<file path="src/rtl/com_bus_arb_pkg.sv">
// Shared defaults and channel state type for the common-bus arbiter.
package com_bus_arb_pkg;

  localparam int unsigned NUM_REQ_DEF        = 8;
  localparam int unsigned TIMEOUT_CYCLES_DEF = 256;

  typedef enum logic {
    ARB_IDLE,
    ARB_GRANT
  } arb_state_e;

endpackage

</file>
<file path="src/rtl/rr_arbiter.sv">
// N-way round-robin picker: scans ascending from the pointer, skipping masked
// requesters; the pointer moves to winner+1 only when the caller takes the winner.
module rr_arbiter
  import com_bus_arb_pkg::*;
#(
  parameter int unsigned N = NUM_REQ_DEF
) (
  input  logic         clk,
  input  logic         rst_n,
  input  logic [N-1:0] req,
  input  logic [N-1:0] mask,
  input  logic         advance,
  output logic [N-1:0] gnt_c,
  output logic         any_c
);

  localparam int unsigned PW = (N > 1) ? $clog2(N) : 1;

  logic [PW-1:0] ptr_q;
  logic [PW-1:0] ptr_d;
  logic [PW-1:0] idx_c;
  logic [N-1:0]  elig_c;

  // First eligible requester at or after the pointer, wrapping N-1 -> 0
  always_comb begin
    elig_c = req & ~mask;
    gnt_c  = '0;
    any_c  = 1'b0;
    ptr_d  = ptr_q;
    idx_c  = '0;
    for (int i = 0; i < int'(N); i++) begin
      idx_c = PW'((int'(ptr_q) + i) % int'(N));
      if (!any_c && elig_c[idx_c]) begin
        any_c        = 1'b1;
        gnt_c[idx_c] = 1'b1;
        ptr_d        = PW'((int'(idx_c) + 1) % int'(N));
      end
    end
  end

  always_ff @(posedge clk) begin
    if (!rst_n) begin
      ptr_q <= '0;
    end else if (advance) begin
      ptr_q <= ptr_d;
    end
  end

endmodule

</file>
<file path="src/rtl/com_bus_arbiter.sv">
// Two-channel common-bus arbiter (proc and snoop, memory as lowest-priority snoop
// requester). Optional grant timeout with holder lockout under COM_BUS_ARB_TIMEOUT_EN.
module com_bus_arbiter
  import com_bus_arb_pkg::*;
#(
  parameter int unsigned NUM_REQ        = NUM_REQ_DEF,
  parameter int unsigned TIMEOUT_CYCLES = TIMEOUT_CYCLES_DEF
) (
  input  logic               clk,
  input  logic               rst_n,
  input  logic [NUM_REQ-1:0] Com_Bus_Req_proc,
  input  logic [NUM_REQ-1:0] Com_Bus_Req_snoop,
  input  logic               Mem_snoop_req,
  output logic [NUM_REQ-1:0] Com_Bus_Gnt_proc,
  output logic [NUM_REQ-1:0] Com_Bus_Gnt_snoop,
  output logic               Mem_snoop_gnt,
  output logic               Bus_busy,
  output logic               Arb_timeout
);

  localparam int unsigned N  = NUM_REQ;
  localparam int unsigned SW = NUM_REQ + 1;

  if (NUM_REQ < 2 || TIMEOUT_CYCLES < 1) begin : g_bad_cfg
    $error("com_bus_arbiter: NUM_REQ must be >= 2 and TIMEOUT_CYCLES >= 1");
  end

  arb_state_e    p_state_q, p_state_d;
  logic [N-1:0]  p_gnt_q, p_gnt_d;
  logic [N-1:0]  p_lock_q, p_mask_c, p_win_c;
  logic          p_any_c, p_rel_c, p_to_c, p_adv_c;

  arb_state_e    s_state_q, s_state_d;
  logic [SW-1:0] s_req_c, s_gnt_q, s_gnt_d;
  logic [SW-1:0] s_lock_q, s_mask_c, s_win_c;
  logic [N-1:0]  s_rr_win_c;
  logic          s_rr_any_c, s_rr_adv_c, s_mem_elig_c;
  logic          s_any_c, s_rel_c, s_to_c, s_adv_c;

  // Proc channel: holder is masked so a release edge hands over to someone else
  assign p_mask_c = p_lock_q | p_gnt_q;
  assign p_rel_c  = (p_state_q == ARB_GRANT) &&
                    (((p_gnt_q & Com_Bus_Req_proc) == '0) || p_to_c);

  rr_arbiter #(.N(N)) u_rr_proc (
    .clk     (clk),
    .rst_n   (rst_n),
    .req     (Com_Bus_Req_proc),
    .mask    (p_mask_c),
    .advance (p_adv_c),
    .gnt_c   (p_win_c),
    .any_c   (p_any_c)
  );

  always_comb begin
    p_state_d = p_state_q;
    p_gnt_d   = p_gnt_q;
    p_adv_c   = 1'b0;
    case (p_state_q)
      ARB_IDLE: begin
        if (p_any_c) begin
          p_state_d = ARB_GRANT;
          p_gnt_d   = p_win_c;
          p_adv_c   = 1'b1;
        end
      end
      ARB_GRANT: begin
        if (p_rel_c) begin
          if (p_any_c) begin
            p_gnt_d = p_win_c;
            p_adv_c = 1'b1;
          end else begin
            p_state_d = ARB_IDLE;
            p_gnt_d   = '0;
          end
        end
      end
      default: begin
        p_state_d = ARB_IDLE;
        p_gnt_d   = '0;
      end
    endcase
  end

  // Snoop channel: bit N of the vector is the memory requester
  assign s_req_c      = {Mem_snoop_req, Com_Bus_Req_snoop};
  assign s_mask_c     = s_lock_q | s_gnt_q;
  assign s_mem_elig_c = Mem_snoop_req & ~s_mask_c[N];
  assign s_any_c      = s_rr_any_c | s_mem_elig_c;
  assign s_win_c      = s_rr_any_c ? {1'b0, s_rr_win_c} : {s_mem_elig_c, {N{1'b0}}};
  assign s_rr_adv_c   = s_adv_c & s_rr_any_c;
  assign s_rel_c      = (s_state_q == ARB_GRANT) &&
                        (((s_gnt_q & s_req_c) == '0) || s_to_c);

  rr_arbiter #(.N(N)) u_rr_snoop (
    .clk     (clk),
    .rst_n   (rst_n),
    .req     (Com_Bus_Req_snoop),
    .mask    (s_mask_c[N-1:0]),
    .advance (s_rr_adv_c),
    .gnt_c   (s_rr_win_c),
    .any_c   (s_rr_any_c)
  );

  always_comb begin
    s_state_d = s_state_q;
    s_gnt_d   = s_gnt_q;
    s_adv_c   = 1'b0;
    case (s_state_q)
      ARB_IDLE: begin
        if (s_any_c) begin
          s_state_d = ARB_GRANT;
          s_gnt_d   = s_win_c;
          s_adv_c   = 1'b1;
        end
      end
      ARB_GRANT: begin
        if (s_rel_c) begin
          if (s_any_c) begin
            s_gnt_d = s_win_c;
            s_adv_c = 1'b1;
          end else begin
            s_state_d = ARB_IDLE;
            s_gnt_d   = '0;
          end
        end
      end
      default: begin
        s_state_d = ARB_IDLE;
        s_gnt_d   = '0;
      end
    endcase
  end

  always_ff @(posedge clk) begin
    if (!rst_n) begin
      p_state_q <= ARB_IDLE;
      p_gnt_q   <= '0;
      s_state_q <= ARB_IDLE;
      s_gnt_q   <= '0;
    end else begin
      p_state_q <= p_state_d;
      p_gnt_q   <= p_gnt_d;
      s_state_q <= s_state_d;
      s_gnt_q   <= s_gnt_d;
    end
  end

`ifdef COM_BUS_ARB_TIMEOUT_EN
  localparam int unsigned CW = $clog2(TIMEOUT_CYCLES + 1);

  // Counts visible grant cycles; restarts at 1 on every new grant
  logic [CW-1:0] p_cnt_q, s_cnt_q;

  assign p_to_c = (p_state_q == ARB_GRANT) && ((p_gnt_q & Com_Bus_Req_proc) != '0) &&
                  (p_cnt_q == CW'(TIMEOUT_CYCLES));
  assign s_to_c = (s_state_q == ARB_GRANT) && ((s_gnt_q & s_req_c) != '0) &&
                  (s_cnt_q == CW'(TIMEOUT_CYCLES));

  // Lockout bit clears on the first edge the locked requester's line is low
  always_ff @(posedge clk) begin
    if (!rst_n) begin
      p_cnt_q     <= '0;
      s_cnt_q     <= '0;
      p_lock_q    <= '0;
      s_lock_q    <= '0;
      Arb_timeout <= 1'b0;
    end else begin
      p_cnt_q     <= p_adv_c ? CW'(1) :
                     (p_state_d == ARB_GRANT) ? p_cnt_q + CW'(1) : '0;
      s_cnt_q     <= s_adv_c ? CW'(1) :
                     (s_state_d == ARB_GRANT) ? s_cnt_q + CW'(1) : '0;
      p_lock_q    <= (p_lock_q & Com_Bus_Req_proc) | (p_to_c ? p_gnt_q : '0);
      s_lock_q    <= (s_lock_q & s_req_c) | (s_to_c ? s_gnt_q : '0);
      Arb_timeout <= p_to_c | s_to_c;
    end
  end
`else
  assign p_to_c      = 1'b0;
  assign s_to_c      = 1'b0;
  assign p_lock_q    = '0;
  assign s_lock_q    = '0;
  assign Arb_timeout = 1'b0;
`endif

  assign Com_Bus_Gnt_proc  = p_gnt_q;
  assign Com_Bus_Gnt_snoop = s_gnt_q[N-1:0];
  assign Mem_snoop_gnt     = s_gnt_q[N];
  assign Bus_busy          = |p_gnt_q;

endmodule

</file>
<file path="config.mk">
export PLATFORM = sky130hd
export DESIGN_NAME = com_bus_arbiter
export DESIGN_NICKNAME = d
export VERILOG_FILES = /design/src/rtl/com_bus_arb_pkg.sv /design/src/rtl/rr_arbiter.sv /design/src/rtl/com_bus_arbiter.sv
export SDC_FILE = /design/constraint.sdc
export NUM_CORES = 1
export LEC_CHECK = 0
export BUFFER_PORTS_ARGS = -buffer_cell sky130_fd_sc_hd__buf_2
export CAP_MARGIN = 20
export CORE_MARGIN = 4
export CORE_UTILIZATION = 28
export CTS_CLUSTER_DIAMETER = 80
export CTS_CLUSTER_SIZE = 16
export DETAILED_ROUTE_END_ITERATION = 10
export GPL_TIMING_DRIVEN = 0
export MAX_ROUTING_LAYER = met4
export SYNTH_ARGS = -nofsm -noshare
export SYNTH_HDL_FRONTEND = slang
export SYNTH_SLANG_ARGS = --single-unit
</file>
<file path="constraint.sdc">
create_clock -name clk -period 5.42 [get_ports clk]
set_input_delay 0.542 -clock clk [delete_from_list [all_inputs] [get_ports clk]]
set_output_delay 0.542 -clock clk [all_outputs]
set_load 0.05 [all_outputs]
</file>
==> results <==
- The required time reported for the critical path endpoint is 5.58 ns.
- The power density over the cells is 720 mW/mm².
- The static leakage is 1.54 nW.
- The worst slack at placement is between 1 and 1.5 ns.
- The worst clock skew on the final layout is 0.00889 ns.
- The synthesis-to-finish area growth is 13.5%.
- Across the run, the number of max-cap violations was 0.
- Once the clock tree was built, the setup fixing pass inserted 0 buffers.
- After clock tree synthesis, the clock-pin slew on the worst setup and hold paths is 0.07 ns.
- The number of antenna diodes in the final layout is 0.
- In this run the number of H-tree levels came out at 1.
- Sorting the synthesized cells by area gives the leading types as mux4_2 15%, dfxtp_1 14%, ha_1 5.8%.
- The worst endpoint data arrival time is 4.20 ns.
- For this block, the initial DRC count from the detailed router was approximately 320.
- The weighted congestion at the end of routability-driven global placement is between 0.9 and 1.
- The total negative slack is 0 ns.
- Synthesis inferred 25 register bits.
- The run finished with clean final reports.
- The buffer levels on the longest clock path is 2.
- The reg-to-reg setup timing slack is ~1.4 ns.
- STA classifies the critical path startpoint as a register.
- The filler cell count in the final layout is 1279.
- The first TritonRoute pass finished after 5 iterations.
- The maximum number of pins on one net before global-route repair is 14.
- Counting tap cells, the placed design contains a total of ~600 instances.
- The initial antenna violation count was 0.
- The beginning of the worst register-to-register path is u_rr_proc.ptr_q[0].
- The post-synth design cell area is 0.00347 mm².
- The count of final setup violators is 0.
- Leaving out fill and tap cells, the most frequent cell in the layout is buf_2.
- After synthesis, the largest area contributor takes up roughly 15% of total cell area.
- The core area is 0.0121 mm².
- Setup repair after global routing left no endpoint under its margin.
- The TritonCTS clock tree is yes.
- The total overflow reported by the global router is 0.
- The final count of pins violating max slew came to 0.
- The global routing usage summed across all routing layers is 14.8%.
- The endpoint of the worst register-to-register path is Com_Bus_Gnt_proc[5].
- The count of cells along the worst register-to-register path is 14.
- At the pin with the least slew margin, the transition time is 0.826 ns.
- The number of different library cells used by synthesis comes to 70.
- A synthesized cell averages 8.81 µm².
- The number of global-route vias before repair is 3351.
- The ratio of final minimum period to clock period is 74.6%.
- The first global-routing pass estimated around 17000 µm of wire.
- The net count reported at finish is 470.
- The area of the die is 0.0142 mm².
- The clock sink count is 25.
- The highest cell delay on the worst timing path is about 0.44 ns.
- In this run, CTS created clock tree buffers numbering 3.
- The synthesized instance count is 394.
- Once the floorplan was initialized, standard cells occupied 28.8% of the core.
- Summed over all instances, the cell type with the most area after synthesis is mux4_2.
- The most common cell type on the critical path is buf_6.
- The number of synthesis warnings is 0.
- The non-filler instance count after layout is 602.
- The slowest cell on the critical path is a222oi_1.
- The width of the chip is 119 µm.
- The wire length per cell is between 15 and 20 µm.
- The share of flip-flops with an asynchronous set or reset after synthesis is 0%.
- The share of synthesized area occupied by flip-flops and latches is 14.4%.
- The final hold violation count is 0.
- Tracing the worst setup path back leads to its startpoint at u_rr_proc.ptr_q[0].
- After clock tree synthesis, the repair step resized 0 gates.
- Counting flops with a built-in enable in the synthesized netlist gives 0.
- The critical path ends at Com_Bus_Gnt_proc[5].
- After detailed routing, the number of vias per cell comes to 5.78.
- After clock tree synthesis, the flow added hold-fix buffers numbering 0.
- The family with the most delay on the worst path is buffers and inverters.
- For this run, the leading register cell type out of synthesis is dfxtp_1.
- The die height is 119 µm.
- The count of buffers inserted at the top-level ports is 36.
- The layout cell share with drive strength beyond 1 is 21.2%.
- The sum of net half-perimeters after detailed placement is ~8400 µm.
- The class of the most critical hold timing path is register to register.
- The detailed-route DRC error count is 0.
- The worst pin sits at a relative slew slack of around 45%.
- The maximum fanout along the worst path is 11.
- The category of the most critical setup path is register to register.
- The total routed wirelength is approximately 11000 µm.
- The critical path goes through buf_6 -> inv_2 -> buf_6 -> clkbuf_1 -> ha_1 -> clkbuf_1 -> clkinv_1 -> mux2i_1 -> or4b_1 -> buf_6 -> nor2_2 -> a222oi_1 -> a31oi_1 -> a221o_1.
- VDD sags by at most around 0.00036 V.
- The total via count in the routed design is 3481.
- The residual antenna-violating net count after detailed routing is 0.
- The buffering stage count on the worst path with inverters included is 7.
- Derived from the worst setup path, the maximum achievable clock frequency is 0.247 GHz.
- The I/O pin total is 38.
- STA classifies the critical path endpoint as a register.
- The tree is rooted in a clkbuf_16.
- The number of core rows is 40.
- Counting buffers and inverters, the worst setup path is 14 cells deep.
- Hold timing on the final database bottoms out at a slack of ~0.5 ns.
- For the worst-skew pair, the clock arrives at the later sink with an insertion delay of 0.27 ns.
- The post-route minimum period is just over 4 ns.
- In the layout the commonest cells are 39 x buf_2, 25 x dfxtp_1, 25 x nand2_1.
- The number of nets handed over by synthesis was 429.
- The final setup slack of the worst path is 1.38 ns.
[sequential cells by signal (all words and copies together) (netlist names)]
| signal | count |
|---|---|
| p_state_q | 1 |
| u_rr_proc.ptr_q | 3 |
| Com_Bus_Gnt_proc | 8 |
| s_gnt_q | 9 |
| u_rr_snoop.ptr_q | 3 |
| s_state_q | 1 |
[worst min-delay path by stage]
stage | depth (start not counted) | to | startpoint
2_1_floorplan | 2 | p_state_q | p_state_q
6_report | 1 | s_gnt_q[8] | s_gnt_q[8]
3_3_place_gp | 1 | s_gnt_q[8] | s_gnt_q[8]
3_5_place_dp | 1 | s_gnt_q[8] | s_gnt_q[8]
4_1_cts | 1 | s_gnt_q[8] | s_gnt_q[8]
5_1_grt | 1 | s_gnt_q[8] | s_gnt_q[8]
[cell type report]
class	count	area (µm²)	share of cell area, %
flip-flops and latches	25	500	12.7
multi-input cells	336	2780	70.5
repair buffers	36	180	4.57
well taps	168	210	5.34
clock buffers	4	78.8	2.00
plain buffers	21	146	3.72
inverters	12	45.0	1.14
[where the power goes]
group	switching (mW)	total [mW]	internal, mW
sequential	0.0960	0.346	0.250
combinational	1.40	2.32	0.916
clock	0.0731	0.174	0.101
[metrics by stage]
| stage | util, % | power, mW | area, µm² |
|---|---|---|---|
| after floorplan | - | 2.13 | 3470 |
| after global placement | 32.0 | 2.60 | 3860 |
| after detailed placement | 32.0 | 2.62 | 3860 |
| after CTS | 32.7 | 2.80 | 3940 |
| after global routing | 32.7 | 3.05 | 3940 |
| final | 32.7 | 2.84 | 3940 |
[routing by layer]
metal	track usage (%)	wire [µm]	up-vias
met5	-	0	-
met4	4.22	253	0
met3	1.85	669	18
met2	25.2	5030	154
met1	18.6	4570	1668
li1	-	-	1641
[cell usage after synthesis (4+ instances only)]
cell type,n
o21ai_1,4
o22ai_1,7
a31oi_1,6
nand2_1,25
inv_1,8
xnor2_1,8
a221oi_1,8
nor2b_1,10
nand2b_1,18
o32ai_1,4
and2_1,5
and3_1,4
o21ai_0,15
a22oi_1,11
mux2i_1,15
ha_1,16
nand3b_1,9
mux4_2,23
a21oi_1,13
xor2_1,5
a221o_1,4
clkbuf_1,9
o21a_1,9
nor4_1,6
a32o_1,7
a21o_1,10
nor3_1,13
dfxtp_1,25
buf_6,8
nor2_1,22
nand3_1,4
a211o_1,5
[logic make-up (layout without fill, tap and decap cells)]
group	count (synthesis)	count (layout)	synth area share, %
simple gates	142	142	23.9
compound gates	124	124	26.6
mux	39	39	19.9
buf+inv	33	73	5.52
flops	25	25	14.4
fa+ha+maj	16	16	5.77
xor+xnor	14	14	3.75
other cells	1	1	0.108
[worst register-to-register path: stages (launching register included)]
cell and delay [ns]:
dfxtp_1 0.38, buf_6 0.17, inv_2 0.06, buf_6 0.15
clkbuf_1 0.25, ha_1 0.35, clkbuf_1 0.27, clkinv_1 0.40
mux2i_1 0.43, or4b_1 0.20, buf_6 0.17, nor2_2 0.08
a222oi_1 0.44, a31oi_1 0.21, a221o_1 0.36
Power figures use the tool's default switching activity.
